--- src/rtl/sha256_pad.sv ---
// sha256_pad: byte-stream message padder for the multi-chunk SHA-256 core.
// Collects up to MAX_BYTES message bytes and builds the padded buffer:
// 0x80 terminator, zero fill and the 64-bit big-endian bit length in the
// last 8 bytes of the final used chunk. Byte i of the message sits at
// str[MAX_CHUNKS*512-1-8*i -: 8].
// Optional feature macro: SHA256_PAD_ERR_EN adds the `error` overflow port.
module sha256_pad #(
  parameter int MAX_CHUNKS = 2,
  localparam int MAX_BYTES = 64 * MAX_CHUNKS - 9,
  localparam int NCW       = $clog2(MAX_CHUNKS) + 1,
  localparam int STR_W     = MAX_CHUNKS * 512
) (
  input  logic             clk,
  input  logic             reset,
  input  logic             start,
  input  logic             in_valid,
  input  logic [7:0]       in_data,
  input  logic             in_last,
  output logic             in_ready,
  output logic             done,
  output logic [NCW-1:0]   num_chunks,
  output logic [STR_W-1:0] str
`ifdef SHA256_PAD_ERR_EN
  ,
  output logic             error
`endif
);

  // Count must hold MAX_BYTES+1 (saturation value marking a dropped byte).
  localparam int CW = $clog2(MAX_BYTES + 2);
  localparam logic [CW-1:0] MAX_B = CW'(MAX_BYTES);
  localparam logic [CW-1:0] SAT_B = CW'(MAX_BYTES + 1);

  typedef enum logic [2:0] {
    S_IDLE   = 3'd0,
    S_CLEAR  = 3'd1,
    S_LOAD   = 3'd2,
    S_FINISH = 3'd3,
    S_DONE   = 3'd4
  } state_t;

  state_t           state_q;
  logic [CW-1:0]    count_q;
  logic [STR_W-1:0] str_q;
  logic [NCW-1:0]   nc_q;
  logic             done_q;
  logic             rdy_q;
`ifdef SHA256_PAD_ERR_EN
  logic             drop_q;
  logic             err_q;
`endif

  logic [CW-1:0]  pad_len;
  logic [31:0]    pad_sum;
  logic [NCW-1:0] pad_nc;
  logic [63:0]    pad_bits;

  // Padding geometry for the FINISH step: clamped length, chunk count, bit length.
  always_comb begin
    pad_len  = (count_q > MAX_B) ? MAX_B : count_q;
    pad_sum  = 32'(pad_len) + 32'd72;
    pad_nc   = NCW'(pad_sum >> 6);
    pad_bits = {{(61 - CW){1'b0}}, pad_len, 3'b000};
  end

  // Job sequencer: clear, load bytes, pad, then hold results until start drops.
  always_ff @(posedge clk) begin
    if (reset) begin
      state_q <= S_IDLE;
      count_q <= '0;
      str_q   <= '0;
      nc_q    <= '0;
      done_q  <= 1'b0;
      rdy_q   <= 1'b0;
`ifdef SHA256_PAD_ERR_EN
      drop_q  <= 1'b0;
      err_q   <= 1'b0;
`endif
    end else begin
      case (state_q)
        S_IDLE: begin
          rdy_q <= 1'b0;
          if (start && !done_q) begin
            state_q <= S_CLEAR;
          end else begin
            state_q <= S_IDLE;
          end
        end
        S_CLEAR: begin
          str_q   <= '0;
          count_q <= '0;
          nc_q    <= '0;
`ifdef SHA256_PAD_ERR_EN
          drop_q  <= 1'b0;
          err_q   <= 1'b0;
`endif
          if (start) begin
            rdy_q   <= 1'b1;
            state_q <= S_LOAD;
          end else begin
            rdy_q   <= 1'b0;
            state_q <= S_IDLE;
          end
        end
        S_LOAD: begin
          if (!start) begin
            rdy_q   <= 1'b0;
            state_q <= S_IDLE;
          end else if (in_valid) begin
            // Store in-range bytes; anything past MAX_BYTES is discarded.
            for (int i = 0; i < MAX_BYTES; i++) begin
              if (count_q == CW'(i)) begin
                str_q[STR_W-1-8*i -: 8] <= in_data;
              end
            end
`ifdef SHA256_PAD_ERR_EN
            if (count_q >= MAX_B) begin
              drop_q <= 1'b1;
            end
`endif
            if (count_q != SAT_B) begin
              count_q <= count_q + CW'(1);
            end
            if (in_last) begin
              rdy_q   <= 1'b0;
              state_q <= S_FINISH;
            end
          end
        end
        S_FINISH: begin
          rdy_q <= 1'b0;
          if (!start) begin
            state_q <= S_IDLE;
          end else begin
            for (int i = 0; i <= MAX_BYTES; i++) begin
              if (pad_len == CW'(i)) begin
                str_q[STR_W-1-8*i -: 8] <= 8'h80;
              end
            end
            // Length field occupies the last 8 bytes of the final used chunk.
            for (int c = 1; c <= MAX_CHUNKS; c++) begin
              if (pad_nc == NCW'(c)) begin
                str_q[STR_W-512*c +: 64] <= pad_bits;
              end
            end
            nc_q    <= pad_nc;
            done_q  <= 1'b1;
`ifdef SHA256_PAD_ERR_EN
            err_q   <= drop_q;
`endif
            state_q <= S_DONE;
          end
        end
        S_DONE: begin
          rdy_q <= 1'b0;
          if (!start) begin
            done_q  <= 1'b0;
            state_q <= S_IDLE;
          end
        end
        default: begin
          rdy_q   <= 1'b0;
          done_q  <= 1'b0;
          state_q <= S_IDLE;
        end
      endcase
    end
  end

  assign in_ready   = rdy_q;
  assign done       = done_q;
  assign num_chunks = nc_q;
  assign str        = str_q;
`ifdef SHA256_PAD_ERR_EN
  assign error      = err_q;
`endif

endmodule
--- config.mk ---
export PLATFORM = sky130hd
export DESIGN_NAME = sha256_pad
export DESIGN_NICKNAME = d
export VERILOG_FILES = /design/src/rtl/sha256_pad.sv
export SDC_FILE = /design/constraint.sdc
export NUM_CORES = 2
export LEC_CHECK = 0
export CAP_MARGIN = 20
export CORE_AREA = 2 2 404 406
export DETAILED_ROUTE_END_ITERATION = 12
export DIE_AREA = 0 0 406 408
export GPL_TIMING_DRIVEN = 1
export PLACE_DENSITY_LB_ADDON = 0.05
export SLEW_MARGIN = 20
export SYNTH_ARGS = -nofsm -noshare
export SYNTH_HDL_FRONTEND = slang
export SYNTH_SLANG_ARGS = --single-unit
--- constraint.sdc ---
create_clock -name clk -period 3.7 [get_ports clk]
set_input_delay 0.74 -clock clk [delete_from_list [all_inputs] [get_ports clk]]
set_output_delay 0.74 -clock clk [all_outputs]
set_load 0.05 [all_outputs]
# == Yosys cells after proc, flatten, opt, wreduce, memory -nomap -nowiden ==
# Index checks and enable logic that the tools add are counted.
# op_classes
mux,269
n_eq_ne,491
add_sub_neg,2
bitwise,1
reduce_logical,135
magnitude_cmp,1
# op_table
cell,n
one-hot mux 952 bit (3 select lines),1
2-to-1 mux 8 bit,239
2-to-1 mux 952 bit,2
2-to-1 mux 1024 bit,1
"== test 7 bit, second input constant",111
AND reduction 6 bit,119
"inequality test 2 bit, second input constant",237
"== test 7 x 6 -> 1 bit, second input constant",64
"== test 7 x 5 -> 1 bit, second input constant",32
one-hot mux 72 bit (2 select lines),1
2-to-1 mux 64 bit,2
"== test 7 x 4 -> 1 bit, second input constant",16
"== test 7 x 3 -> 1 bit, second input constant",8
"inequality test 3 bit, second input constant",10
"== test 7 x 2 -> 1 bit, second input constant",4
2-to-1 mux 7 bit,4
2-to-1 mux 3 bit,5
one-hot mux 3 bit (5 select lines),1
"== test 7 x 1 -> 1 bit, second input constant",2
zero test 7 bit,2
one-hot mux 7 bit (2 select lines),1
AND reduction 3 bit,4
"adder 7 x 7 -> 8 bit, second input constant",1
"adder 7 x 1 -> 7 bit, second input constant",1
other kinds (21),31
# totals
out_inout_bits,1028
reg_bits,1038
input_bits,13

# == Logic depth before layout (Yosys ltp) ==
# depth
ltp_word,7
depth_mapped,11
depth_no_buf,6

# == Worst setup path before layout ==
# No wires, ideal clock.
# synth_timing
kind,register to register
startpoint,register count_q[1]
endpoint,register count_q[3]
arrival_ns,2.562
setup_ns,0.101
n_path_buf,5
path_stages_with_launch,12
t_required_ns,3.599
setup_slack_ns,1.037
cell_sequence,dfxtp_1 buf_2 buf_4 clkbuf_1 inv_1 ha_1 and3b_1 clkbuf_1 and3_1 clkbuf_1 or3_1 o41ai_1
# synth_between
elab_chain_len,5
word_cells_on_any_way,8
classes_between,1 x add/sub; 2 x eq/ne; 4 x mux; 1 x reduce/logical
# synth_lines
element,line,rtl
from (decl),43,logic [CW-1:0] count_q;
from (signal assigned),122,count_q <= count_q + CW'(1);
adder 7 x 1 -> 7 bit,122,
2-to-1 mux 7 bit,121,if (count_q != SAT_B) begin
2-to-1 mux 7 bit,109,end else if (in_valid) begin
2-to-1 mux 7 bit,106,if (!start) begin
one-hot mux 7 bit (2 select lines),80,case (state_q)
# Several ways; a longest one is shown, not always the timed one. The select of a mux whose other input is x is not followed.
# A chain may end at the register's enable or synchronous reset.

# == Worst setup path in the final report ==
# layout_timing
startpoint,register count_q[1]
endpoint,"register str_q[207], in the netlist str[207]"
# layout_between
elab_chain_len,5
word_cells_on_any_way,7
classes_between,1 x order compare; 4 x eq/ne; 1 x mux; 1 x reduce/logical
# layout_lines
element,line,rtl
> comparator 7 bit,60,pad_len = (count_q > MAX_B) ? MAX_B : count_q;
2-to-1 mux 7 bit,60,
== test 7 bit,136,if (pad_len == CW'(i)) begin
inequality test 2 bit (no line),--,
AND reduction 6 bit (no line) (*),--,
"to (signal, indexed assignment)",113,str_q[STR_W-1-8*i -: 8] <= in_data;
"to (signal, indexed assignment)",143,str_q[STR_W-512*c +: 64] <= pad_bits;
to (decl),44,logic [STR_W-1:0] str_q;
# Every way passes the cells marked *; elsewhere a longest branch is shown, timed or not.

==> impl_results.md <==
- Final setup fails: 0
- Register area: roughly 0.02 mm2
- First-pass GRT wire length: approximately 250 mm
- Maxcap violations: 0
- Delay-heaviest family, CP: simple AND/OR/NAND/NOR gates
- Power, Total: 0.0248 W
- Routed WL: 183 mm
- Worst-Skew Late Latency: 0.73 ns
- Layout cells sized above 1: 0.100
- Worst Skew: roughly 0.044 ns
- DR vias/cell: 4.38
- I/O Pins: 1,041
- Share of the yosys chip area belonging to registers: 0.504
- Total GRT Usage: 0.213
- Switching pwr: 0.00655 W
- Postcts setup bufs: 0
- Fillcell total: approximately 17,000
- Layout Utilization: 0.343
- CTS tree: done
- CTS buffer count: 119
- Port Buffers: 976
- Area of the die: between 0.15 and 0.2 mm2
- Data required time at the worst endpoint: 4.25 ns
- Total power divided by cell area: 448 mW/mm2
- TNS Setup: 0 ns
- Row cnt: ~150
- Most frequent cells in the layout: 975 x clkdlybuf4s50_1, 972 x dfxtp_1, 963 x nand2_1
- WL/cell: 26.0 um
- Core ar.: 0.162 mm2
- Drt pass-1 iters: 5
- Starting density of the core: 0.239
- Worst path cell trace: buf_4, ha_1, and3b_1, a21oi_1, or3_1, mux2i_1
- Vias in the first global route: 30,438
- Synth async-reset ratio: 0
- DRC errors left: 0
- Synth Instances: 3,810
- Via count: 30,810
- Syn Std Cell Area: 0.0387 mm2
- Fin. Hold Viols: 0
- CTS Hold Bufs: 0
- Avg Cell Area, Syn: 10.1 um2
- Inst Count DP: 6,805
- Comb pwr share: 0.091
- CP max stage cell: or3_1
- WS Path Type: reg -> reg
- Root Driver: clkbuf_16
- Net Sw Frac: 0.264
- Crit start category: flop
- Hold Path Class: reg -> reg
- Gr ovfl total: 0
- Peak supply drop: 0.436 mV
- Worst-Margin Slew: 0.971 ns
- Relative slew margins: 0.350
- Routability cong.: about 0.75
- Fin. max-slew vios: 0
- Distinct cell type count after synthesis: 71
- Max H-tree Level: 3
- Part of the cycle the worst path needs: 0.835
- Largest fanout on the critical path: 18
- Chip width: 406 um
- CTS resizes: 0
- RSZ-0062 raised after global routing: no
- CP Capture Type: flop
- Clock transition at path regs: 0.06 ns
- CTS Buffer Depth: 3
- Final min period: 3.09 ns
- Warning count from the yosys run: 0
- Pin count of the biggest net entering global routing: just over 90
- Crit path buf inv count: 1
- Clock power share: 0.482
- Critical Path Max Stage Delay: 0.70 ns
- Maximum clock frequency: about 320 MHz
- Static Leak: 21.0 nW
- Hpwl dp: 129 mm
- Flop pwr share: 0.427
- Iter 0 DRT Violations: 1,566
- Most common cell after layout, fill and taps aside: clkdlybuf4s50_1
- Ys flop type: dfxtp_1
- Nets: 4,768
- Layout Cells excl Fill: 7,028
- Area occupied by multi-input gates: 0.0178 mm2
- Post-synth EDFFs: 0
- Internal: approximately 0.018 W
- Outcome: finished, final reports clean
- Critical path data arrival time: 3.64 ns
- Die height: 408 um
- # clock sinks: around 970
- DRT antenna net count: 0
- Number of synthesized register bits: a little under 1,000
- Layout area overhead: 43.5%
- Antenna violations before repair: 8
[cells in the mapped netlist, drive strengths merged, types with 4 or more instances]
master,n,share of area
mux2i,943,0.24
nand2,970,0.094
ha,4,0.0013
nor3,69,0.028
and3,4,0.00065
nand4,7,0.0011
nand3b,13,0.0025
nand3,40,0.0067
a21oi,151,0.020
nor2b,9,0.0015
nor2,12,0.0017
nand2b,4,0.00065
dfxtp,974,0.50
a211oi,12,0.0059
nor4b,5,0.0019
a311oi,5,0.0011
buf,136,0.023
nor3b,15,0.0043
nor4bb,5,0.0013
o21ai,81,0.010
and3b,10,0.0023
inv,9,0.00087
nand4bb,4,0.0012
clkbuf,242,0.024
or3,15,0.0024
a31oi,23,0.0037
[state kept, by name, indices dropped and copies added, names as in the netlist]
name / count
str: 960
count_q: 7
state_q: 3
num_chunks: 2
done: 1
in_ready: 1
[path summary, 6_finish.rpt]
kind | slack [ns] | cells after the start | startpoint | to
max | 0.61 | 6 | count_q[1] | str[207]
max reg2reg | 0.61 | 6 | count_q[1] | str[207]
min | 0.45 | 2 | str[883] | str[883]
min reg2reg | 0.45 | 2 | str[883] | str[883]
[worst reg2reg max path, delay by kind of cell, from the launching register on]
kind	cells	cell delay, ns
AOI/OAI and AO/OA	1	0.21
adders and majority gates	1	0.62
buffers and inverters	1	0.32
DFF	1	0.37
muxes	1	0.21
and+or+nand+nor	2	1.19
[power by group through the flow]
stage	clock (W)	combinational [W]	sequential, W
after CTS	0.0124	0.00233	0.0106
after floorplan	0	0.00132	0.0111
final	0.0120	0.00227	0.0106
after global placement	0	0.00233	0.0108
after detailed placement	0	0.00232	0.0108
after global routing	0.0128	0.00239	0.0106
[stage by stage]
stage / cell area [um2] / worst slack, ns / hold WS [ns]
2_1_floorplan: 38900 / 1.04 / 0.634
3_5_place_dp: 51500 / 0.468 / 0.445
3_3_place_gp: 51500 / 0.492 / 0.441
5_1_grt: 55500 / 0.522 / 0.469
4_1_cts: 55500 / 0.610 / 0.456
6_report: 55500 / 0.612 / 0.454
[routing by layer]
| metal | vias to the layer above | part of all wire | GRT usage |
|---|---|---|---|
| met1 | 15094 | 0.41 | 0.253 |
| met3 | 165 | 0.075 | 0.0655 |
| li1 | 14660 | - | - |
| met4 | 2 | 0.021 | 0.0514 |
| met2 | 889 | 0.50 | 0.371 |
| met5 | - | 0.000071 | 0 |
[logic make-up after synthesis]
kind of cell,after synthesis,synth area share
other,1,0.0000970
AO/OA/AOI/OAI,298,0.0467
buffers and inverters,387,0.0478
AND/OR/NAND/NOR,1202,0.155
multiplexers,944,0.244
adder cells (fa/ha/maj),4,0.00129
flip-flops,974,0.504
[area by class of cell]
class | instances | area share
sequential | 974 | 0.352
multi-input combinational | 2512 | 0.320
timing repair buffer | 1135 | 0.207
clock buffer | 174 | 0.0627
tap | 2175 | 0.0491
clock inverter | 46 | 0.00925
inverter | 9 | 0.000744
antenna | 3 | 0.000135
Power figures use the tool's default switching activity.
